File: src/rtl/pes_freq_meter.sv
`default_nettype none
// ---------------------------------------------------------------------------
// pes_freq_meter : measures period and high time of sig_in in clkin cycles.
// Optional lock checker enabled by macro PES_FREQ_METER_LOCK_EN.
// Revision: 1.0
// ---------------------------------------------------------------------------
module pes_freq_meter #(
  parameter int CW = 8
) (
  input  logic          clkin,
  input  logic          rst_n,
  input  logic          en,
  input  logic          sig_in,
`ifdef PES_FREQ_METER_LOCK_EN
  input  logic [CW-1:0] n_exp,
  output logic          lock,
`endif
  output logic [CW-1:0] period,
  output logic [CW-1:0] high,
  output logic          valid,
  output logic          stall
);

  typedef enum logic [1:0] {
    IDLE = 2'd0,
    ARM  = 2'd1,
    MEAS = 2'd2,
    TOUT = 2'd3
  } state_t;

  localparam logic [CW-1:0] C_MAX = '1;
  localparam logic [CW-1:0] C_ONE = {{(CW-1){1'b0}}, 1'b1};

  state_t        state_q;
  logic          sync1_q, sync2_q, dly_q, rise_q;
  logic [CW-1:0] cnt_q, hcnt_q;
  logic [CW-1:0] period_q, high_q;
  logic          valid_q, stall_q;

  logic [CW-1:0] cnt_d, hcnt_d, hcnt_init_d;
  logic          cap_d, tout_entry_d;

  // dly_q is the synchronized level aligned with rise_q, so the rise cycle itself counts high
  always_comb begin
    cnt_d        = (cnt_q == C_MAX) ? cnt_q : cnt_q + C_ONE;
    hcnt_d       = (hcnt_q == C_MAX || !dly_q) ? hcnt_q : hcnt_q + C_ONE;
    hcnt_init_d  = {{(CW-1){1'b0}}, dly_q};
    cap_d        = en && (state_q == MEAS) && rise_q;
    tout_entry_d = en && (state_q == MEAS) && !rise_q && (cnt_q == C_MAX);
  end

  always_ff @(posedge clkin) begin
    if (!rst_n) begin
      state_q  <= IDLE;
      sync1_q  <= 1'b0;
      sync2_q  <= 1'b0;
      dly_q    <= 1'b0;
      rise_q   <= 1'b0;
      cnt_q    <= '0;
      hcnt_q   <= '0;
      period_q <= '0;
      high_q   <= '0;
      valid_q  <= 1'b0;
      stall_q  <= 1'b0;
    end else begin
      sync1_q <= sig_in;
      sync2_q <= sync1_q;
      dly_q   <= sync2_q;
      rise_q  <= sync2_q & ~dly_q;
      valid_q <= 1'b0;
      if (!en) begin
        state_q <= IDLE;
        cnt_q   <= '0;
        hcnt_q  <= '0;
        stall_q <= 1'b0;
      end else begin
        case (state_q)
          IDLE: begin
            state_q <= ARM;
          end
          ARM: begin
            if (rise_q) begin
              state_q <= MEAS;
              cnt_q   <= C_ONE;
              hcnt_q  <= hcnt_init_d;
            end
          end
          MEAS: begin
            if (rise_q) begin
              period_q <= cnt_q;
              high_q   <= hcnt_q;
              valid_q  <= 1'b1;
              cnt_q    <= C_ONE;
              hcnt_q   <= hcnt_init_d;
            end else if (cnt_q == C_MAX) begin
              state_q <= TOUT;
              stall_q <= 1'b1;
            end else begin
              cnt_q  <= cnt_d;
              hcnt_q <= hcnt_d;
            end
          end
          TOUT: begin
            if (rise_q) begin
              state_q <= MEAS;
              stall_q <= 1'b0;
              cnt_q   <= C_ONE;
              hcnt_q  <= hcnt_init_d;
            end else begin
              cnt_q  <= cnt_d;
              hcnt_q <= hcnt_d;
            end
          end
          default: begin
            state_q <= IDLE;
          end
        endcase
      end
    end
  end

  assign period = period_q;
  assign high   = high_q;
  assign valid  = valid_q;
  assign stall  = stall_q;

`ifdef PES_FREQ_METER_LOCK_EN
  logic lock_q, match_q;

  always_ff @(posedge clkin) begin
    if (!rst_n) begin
      lock_q  <= 1'b0;
      match_q <= 1'b0;
    end else if (!en || tout_entry_d) begin
      lock_q  <= 1'b0;
      match_q <= 1'b0;
    end else if (cap_d) begin
      if (cnt_q == n_exp) begin
        lock_q  <= match_q;
        match_q <= 1'b1;
      end else begin
        lock_q  <= 1'b0;
        match_q <= 1'b0;
      end
    end
  end

  assign lock = lock_q;
`else
  logic unused_lock_d;
  assign unused_lock_d = cap_d ^ tout_entry_d;
`endif

endmodule
`default_nettype wire

File: config.mk
export PLATFORM = sky130hd
export DESIGN_NAME = pes_freq_meter
export DESIGN_NICKNAME = d
export VERILOG_FILES = /design/src/rtl/pes_freq_meter.sv
export SDC_FILE = /design/constraint.sdc
export NUM_CORES = 1
export LEC_CHECK = 0
export CORE_MARGIN = 1
export CORE_UTILIZATION = 40
export CTS_CLUSTER_DIAMETER = 30
export DETAILED_ROUTE_END_ITERATION = 6
export HOLD_SLACK_MARGIN = 0.15
export SLEW_MARGIN = 30
export SYNTH_ARGS = -nofsm -noshare
export SYNTH_HDL_FRONTEND = slang
export SYNTH_SLANG_ARGS = --single-unit
File: constraint.sdc
create_clock -name clkin -period 3.3 [get_ports clkin]
set_clock_uncertainty 0.2 [all_clocks]
set_input_delay 0.99 -clock clkin [delete_from_list [all_inputs] [get_ports clkin]]
set_output_delay 0.99 -clock clkin [all_outputs]
set_load 0.01 [all_outputs]
==> flow_summary.yaml, run 1 <==
placed_design:
  gp_congestion: 0.870
  portBuffers: 21
  placedCellCount: 288
  placedInstanceArea_sq_um: 2140
  dpl.hpwl_um: 2990
final_layout:
  nets: 249
  final_cell_mix: "nand2_1, dfxtp_1, clkdlybuf4s50_1, a21boi_0, o21ai_0"
  final_common_cell: "nand2_1"
  syn2layout_area_growth_pct: 17.7
  fill_cells: 455
  instances_no_fill: 296
  stdcell_area_sq_um: 2260
  num_antenna_cells: 0
  drive_gt1_share_pct: 9.02
timing:
  layout_min_cycle_time_ns: 2.46
  relSlewSlack_pct: 48.0
  finalHoldViolations: 0
  setup_tns_ns: 0
  setup_viol: 0
  maxSlewViolCount: 0
  tightest_slew_ns: 0.774
  rsz0062_at_grt: "no"
  finalCritPeriodShare_pct: 74.5
  fmax_ghz: 0.407
critical_path:
  crit_type: "primary input to flop"
  cp_max_fo: 12
  cp-start-kind: "primary input"
  end_kind: "flop"
  worst_ep_arrival_time_ns: 2.49
  required_ns: 3.33
cts:
  hold_buffers: 0
  root_buffer: "clkbuf_8"
  htree_levels: 2
  cts_buffer_depth: 2
  post_cts_resized: 0
  cts_sinks: 40
  clkTransAtPathRegs_ns: 0.08
  cts_tree: "yes"
  postCtsSetupBuffers: 0
  clkLatencyLatePin_ns: 0.29
  cts_made_buffers: 5
yosys:
  synth_top_area_share_pct: 41.7
  synth-main-ff-cell: "dfxtp_1"
  yosysWarnings: 0
  synth-seq-cells: 40
  synth_edf_count: 0
  synth-async-reset-ratio_pct: 0
  synth_seq_area_share_pct: 41.7
  ys_top_cells_by_area: "dfxtp_1, nand2_1, a21boi_0, o21ai_0, a31oi_1"
  syn_avg_cell_area_sq_um: 8.53
  syn_area_sq_um: 1920
  yosys.area.top_type: "dfxtp_1"
  syn_nets: 231
  ys_types: 51
  syn_inst: 225
floorplan:
  die_h_um: 71.3
  floorplan.initialDensity_pct: 42.9
  num_rows: 24
  core_area_sq_um: 4470
  pin_count: 22
  die_w_um: 71.3
  dieArea_sq_um: 5080
pwr:
  p_int_uw: 720
  power_density_nw_per_um2: 404
  p_comb_share_pct: 2.6
  ir_worst_vdd_v: 0.000248
  p_leak_uw: 0.000756
  p_sw_share_pct: 21.2
  seq_power_share_pct: 53.6
  p_clk_share_pct: 43.8
  power.switching_uw: 193
run:
  max_cap_viol_count: 0
drt:
  drtPass1Iterations: 6
  wl_per_cell_um: 15.2
  dr.first_iter.drc_count: 158
  vias_per_cell: 5.61
  drc_errors: 2
  vias: 1661
  wl_um: 4490
  final_antenna_net_count: 0
grt:
  grtUsageTotal_pct: 19.0
  first_global_vias: 1496
  overflow: 0
  antenna_found_initial: 0
  grt_max_degree: 21
  grt_pass1_wl_um: 7550
status:
  status: "complete, but fails checks"
  violations: "DRC"
worst_hold_path:
  hp-class: "flop to flop"
[per-layer routing]
| layer | vias up | GRT usage, % | wire [um] |
|---|---|---|---|
| met5 | - | 0 | 0 |
| met3 | 7 | 3.94 | 137 |
| met2 | 27 | 31.3 | 2160 |
| met4 | 0 | 7.11 | 51 |
| met1 | 770 | 24.7 | 2150 |
| li1 | 857 | - | - |
[flip-flops by register name, indices dropped and copies added (netlist names)]
| name | flops |
|---|---|
| cnt_q | 8 |
| hcnt_q | 8 |
| high | 8 |
| period | 8 |
| state_q | 2 |
| dly_q | 1 |
| rise_q | 1 |
| stall | 1 |
| sync1_q | 1 |
| sync2_q | 1 |
| valid | 1 |
[critical path: stages]
cell             delay (ns)
clkdlybuf4s50_1        0.52
and2_1                 0.41
nand2_1                0.08
or4_1                  0.40
o21ai_1                0.08
[power by group through the flow]
stage	Combinational [uW]	Clock, uW	Sequential [uW]
final	23.9	400	489
after floorplan	16.8	0	498
after global routing	25.8	429	490
after CTS	24.2	413	489
after global placement	23.9	0	500
after detailed placement	24.1	0	500
[kinds of logic after synthesis]
family | count (synthesis) | synth area share, %
flops | 40 | 41.7
compound gates | 64 | 23.8
buf+inv | 19 | 5.35
fa+ha+maj | 2 | 1.30
simple gates | 100 | 27.8
[worst paths after layout]
path | startpoint | endpoint | slack, ns | cells past startpoint
min reg2reg | sync1_q | sync2_q | 0.24 | 1
max reg2reg | cnt_q[0] | hcnt_q[0] | 1.01 | 5
max | en | hcnt_q[1] | 0.84 | 5
min | sync1_q | sync2_q | 0.24 | 1
[final cells by class]
type / count / area, sq um / share of cell area [%]
multi-input cells: 166 / 1020 / 45.1
flip-flops and latches: 40 / 801 / 35.4
clock inverters: 3 / 42.5 / 1.88
repair buffers: 26 / 248 / 11.0
clock buffers: 5 / 68.8 / 3.05
inverters: 4 / 15.0 / 0.664
well taps: 52 / 65.1 / 2.88
[per-stage QoR]
stage	total power [uW]	utilization, %	hold slack (ns)	setup slack, ns
6_report	913	50.5	0.239	0.840
5_1_grt	944	50.5	0.253	0.760
4_1_cts	926	50.4	0.244	0.847
3_5_place_dp	524	47.9	0.222	0.536
3_3_place_gp	524	47.9	0.223	0.573
2_1_floorplan	515	-	0.212	1.31
[cells in the mapped netlist (all sizes together), types with 3 or more instances]
| cell type | instances |
|---|---|
| a211oi | 3 |
| nor2 | 8 |
| and2 | 5 |
| or4 | 5 |
| nor4 | 3 |
| dfxtp | 40 |
| a31oi | 7 |
| clkbuf | 5 |
| a21boi | 16 |
| o21ai | 11 |
| nand2b | 3 |
| nand2 | 49 |
| nor3 | 3 |
| a21oi | 7 |
| nand4b | 3 |
| nand3 | 7 |
| inv | 4 |
| nor2b | 3 |
| nand4 | 5 |
| o31ai | 3 |
| buf | 10 |
Note: power is estimated with default switching activity, not from simulation.
==> inputs of run 2 (changes only) <==
clock period = 2.6 ns   (was 3.3 ns; I/O delays follow)
==> flow_summary.yaml, run 2 (synthesized netlist as in run 1, its figures left out) <==
grt:
  grtUsageTotal_pct: 19.7
  overflow: 0
  grt_pass1_wl_um: 7720
  antenna_found_initial: 0
  first_global_vias: 1565
  grt_max_degree: 21
critical_path:
  r2r_start: "cnt_q[0]"
  end_kind: "primary output"
  worst-path-buf-inv: 1
  crit_type: "flop to primary output"
  cpPeakStageDelay_ns: 0.54
  critical_path_depth: 1
  cp_max_fo: 3
  critPathSlowestCell: "clkdlybuf4s50_1"
  r2r_cells: 5
  reg2reg_to: "hcnt_q[0]"
  crit_chain: "clkdlybuf4s50_1"
  worst-r2r-setup-slack_ns: 0.55
  worst_ep_arrival_time_ns: 1.18
  required_ns: 1.62
  cp-start-kind: "flop"
  critPathTopFamily: "buffers and inverters"
final_layout:
  stdcell_area_sq_um: 2290
  num_antenna_cells: 0
  nets: 253
  final_common_cell: "nand2_1"
  drive_gt1_share_pct: 10.1
  final_cell_mix: "nand2_1, dfxtp_1, clkdlybuf4s50_1, a21boi_0"
  instances_no_fill: 300
  syn2layout_area_growth_pct: 19.1
drt:
  drc_errors: 2
  vias_per_cell: 5.70
  wl_per_cell_um: 15.6
  dr.first_iter.drc_count: 220
  drtPass1Iterations: 6
  vias: 1711
  wl_um: 4680
  final_antenna_net_count: 0
timing:
  fmax_ghz: 0.462
  tightest_slew_ns: 0.555
  setup_viol: 0
  finalHoldViolations: 0
  relSlewSlack_pct: 63.0
  maxSlewViolCount: 0
  finalCritPeriodShare_pct: 83.3
  rsz0062_at_grt: "no"
  layout_min_cycle_time_ns: 2.16
  setup_tns_ns: 0
cts:
  cts_buffer_depth: 2
  cts_sinks: 40
  cts_tree: "yes"
  clkTransAtPathRegs_ns: 0.08
  post_cts_resized: 0
  root_buffer: "clkbuf_8"
  htree_levels: 2
  hold_buffers: 0
  clkLatencyLatePin_ns: 0.30
  postCtsSetupBuffers: 0
  cts_made_buffers: 5
placed_design:
  placedCellCount: 292
  placedInstanceArea_sq_um: 2170
  gp_congestion: 0.857
  dpl.hpwl_um: 3170
  portBuffers: 21
floorplan:
  floorplan.initialDensity_pct: 42.9
  die_w_um: 71.3
  dieArea_sq_um: 5080
  core_area_sq_um: 4470
  pin_count: 22
  num_rows: 24
  die_h_um: 71.3
worst_hold_path:
  min_to: "sync2_q"
  holdCritStartpoint: "sync1_q"
  hp-class: "flop to flop"
  hold_depth: 1
status:
  violations: "DRC"
  status: "complete, but fails checks"
pwr:
  p_leak_uw: 0.000776
  ir_worst_vdd_v: 0.000299
  power_density_nw_per_um2: 513
  power.total_uw: 1170
run:
  max_cap_viol_count: 0
run 2: cell type report:
cell class / instances / area, sq um
Clock buffer: 5 / 68.8
Sequential cell: 40 / 801
Tap cell: 52 / 65.1
Timing Repair Buffer: 30 / 278
Clock inverter: 3 / 42.5
Inverter: 4 / 15.0
Multi-Input combinational cell: 166 / 1020
Fill cell: 451 / 2190
run 2: worst max path at each step:
stage | endpoint | slack (ns) | from
final | stall | 0.44 | stall
after global routing | hcnt_q[0] | 0.37 | cnt_q[0]
after CTS | stall | 0.42 | stall
after detailed placement | hcnt_q[6] | 0.20 | en
after global placement | hcnt_q[6] | 0.23 | en
after floorplan | hcnt_q[6] | 0.82 | en
run 2: routing by layer:
layer | track usage [%] | wire, um | up-vias
li1 | - | - | 864
met1 | 25.3 | 2080 | 792
met2 | 32.4 | 2290 | 48
met3 | 3.80 | 243 | 7
met4 | 8.67 | 67 | 0
met5 | 0 | 0 | -
run 2: metrics by stage:
step / hold slack [ns] / setup slack, ns / utilization (%)
6_report: 0.239 / 0.435 / 51.1
5_1_grt: 0.252 / 0.366 / 51.1
4_1_cts: 0.245 / 0.419 / 51.1
3_5_place_dp: 0.223 / 0.201 / 48.6
3_3_place_gp: 0.228 / 0.234 / 48.6
2_1_floorplan: 0.212 / 0.821 / -
run 2: power breakdown:
group          internal (uW)  switching [uW]  leakage, uW  total (uW)
Combinational           16.1            17.3     0.000399        33.4
Clock                    284             234    0.0000541         518
Sequential               615            4.80     0.000323         620
Total                    915             256     0.000776        1170
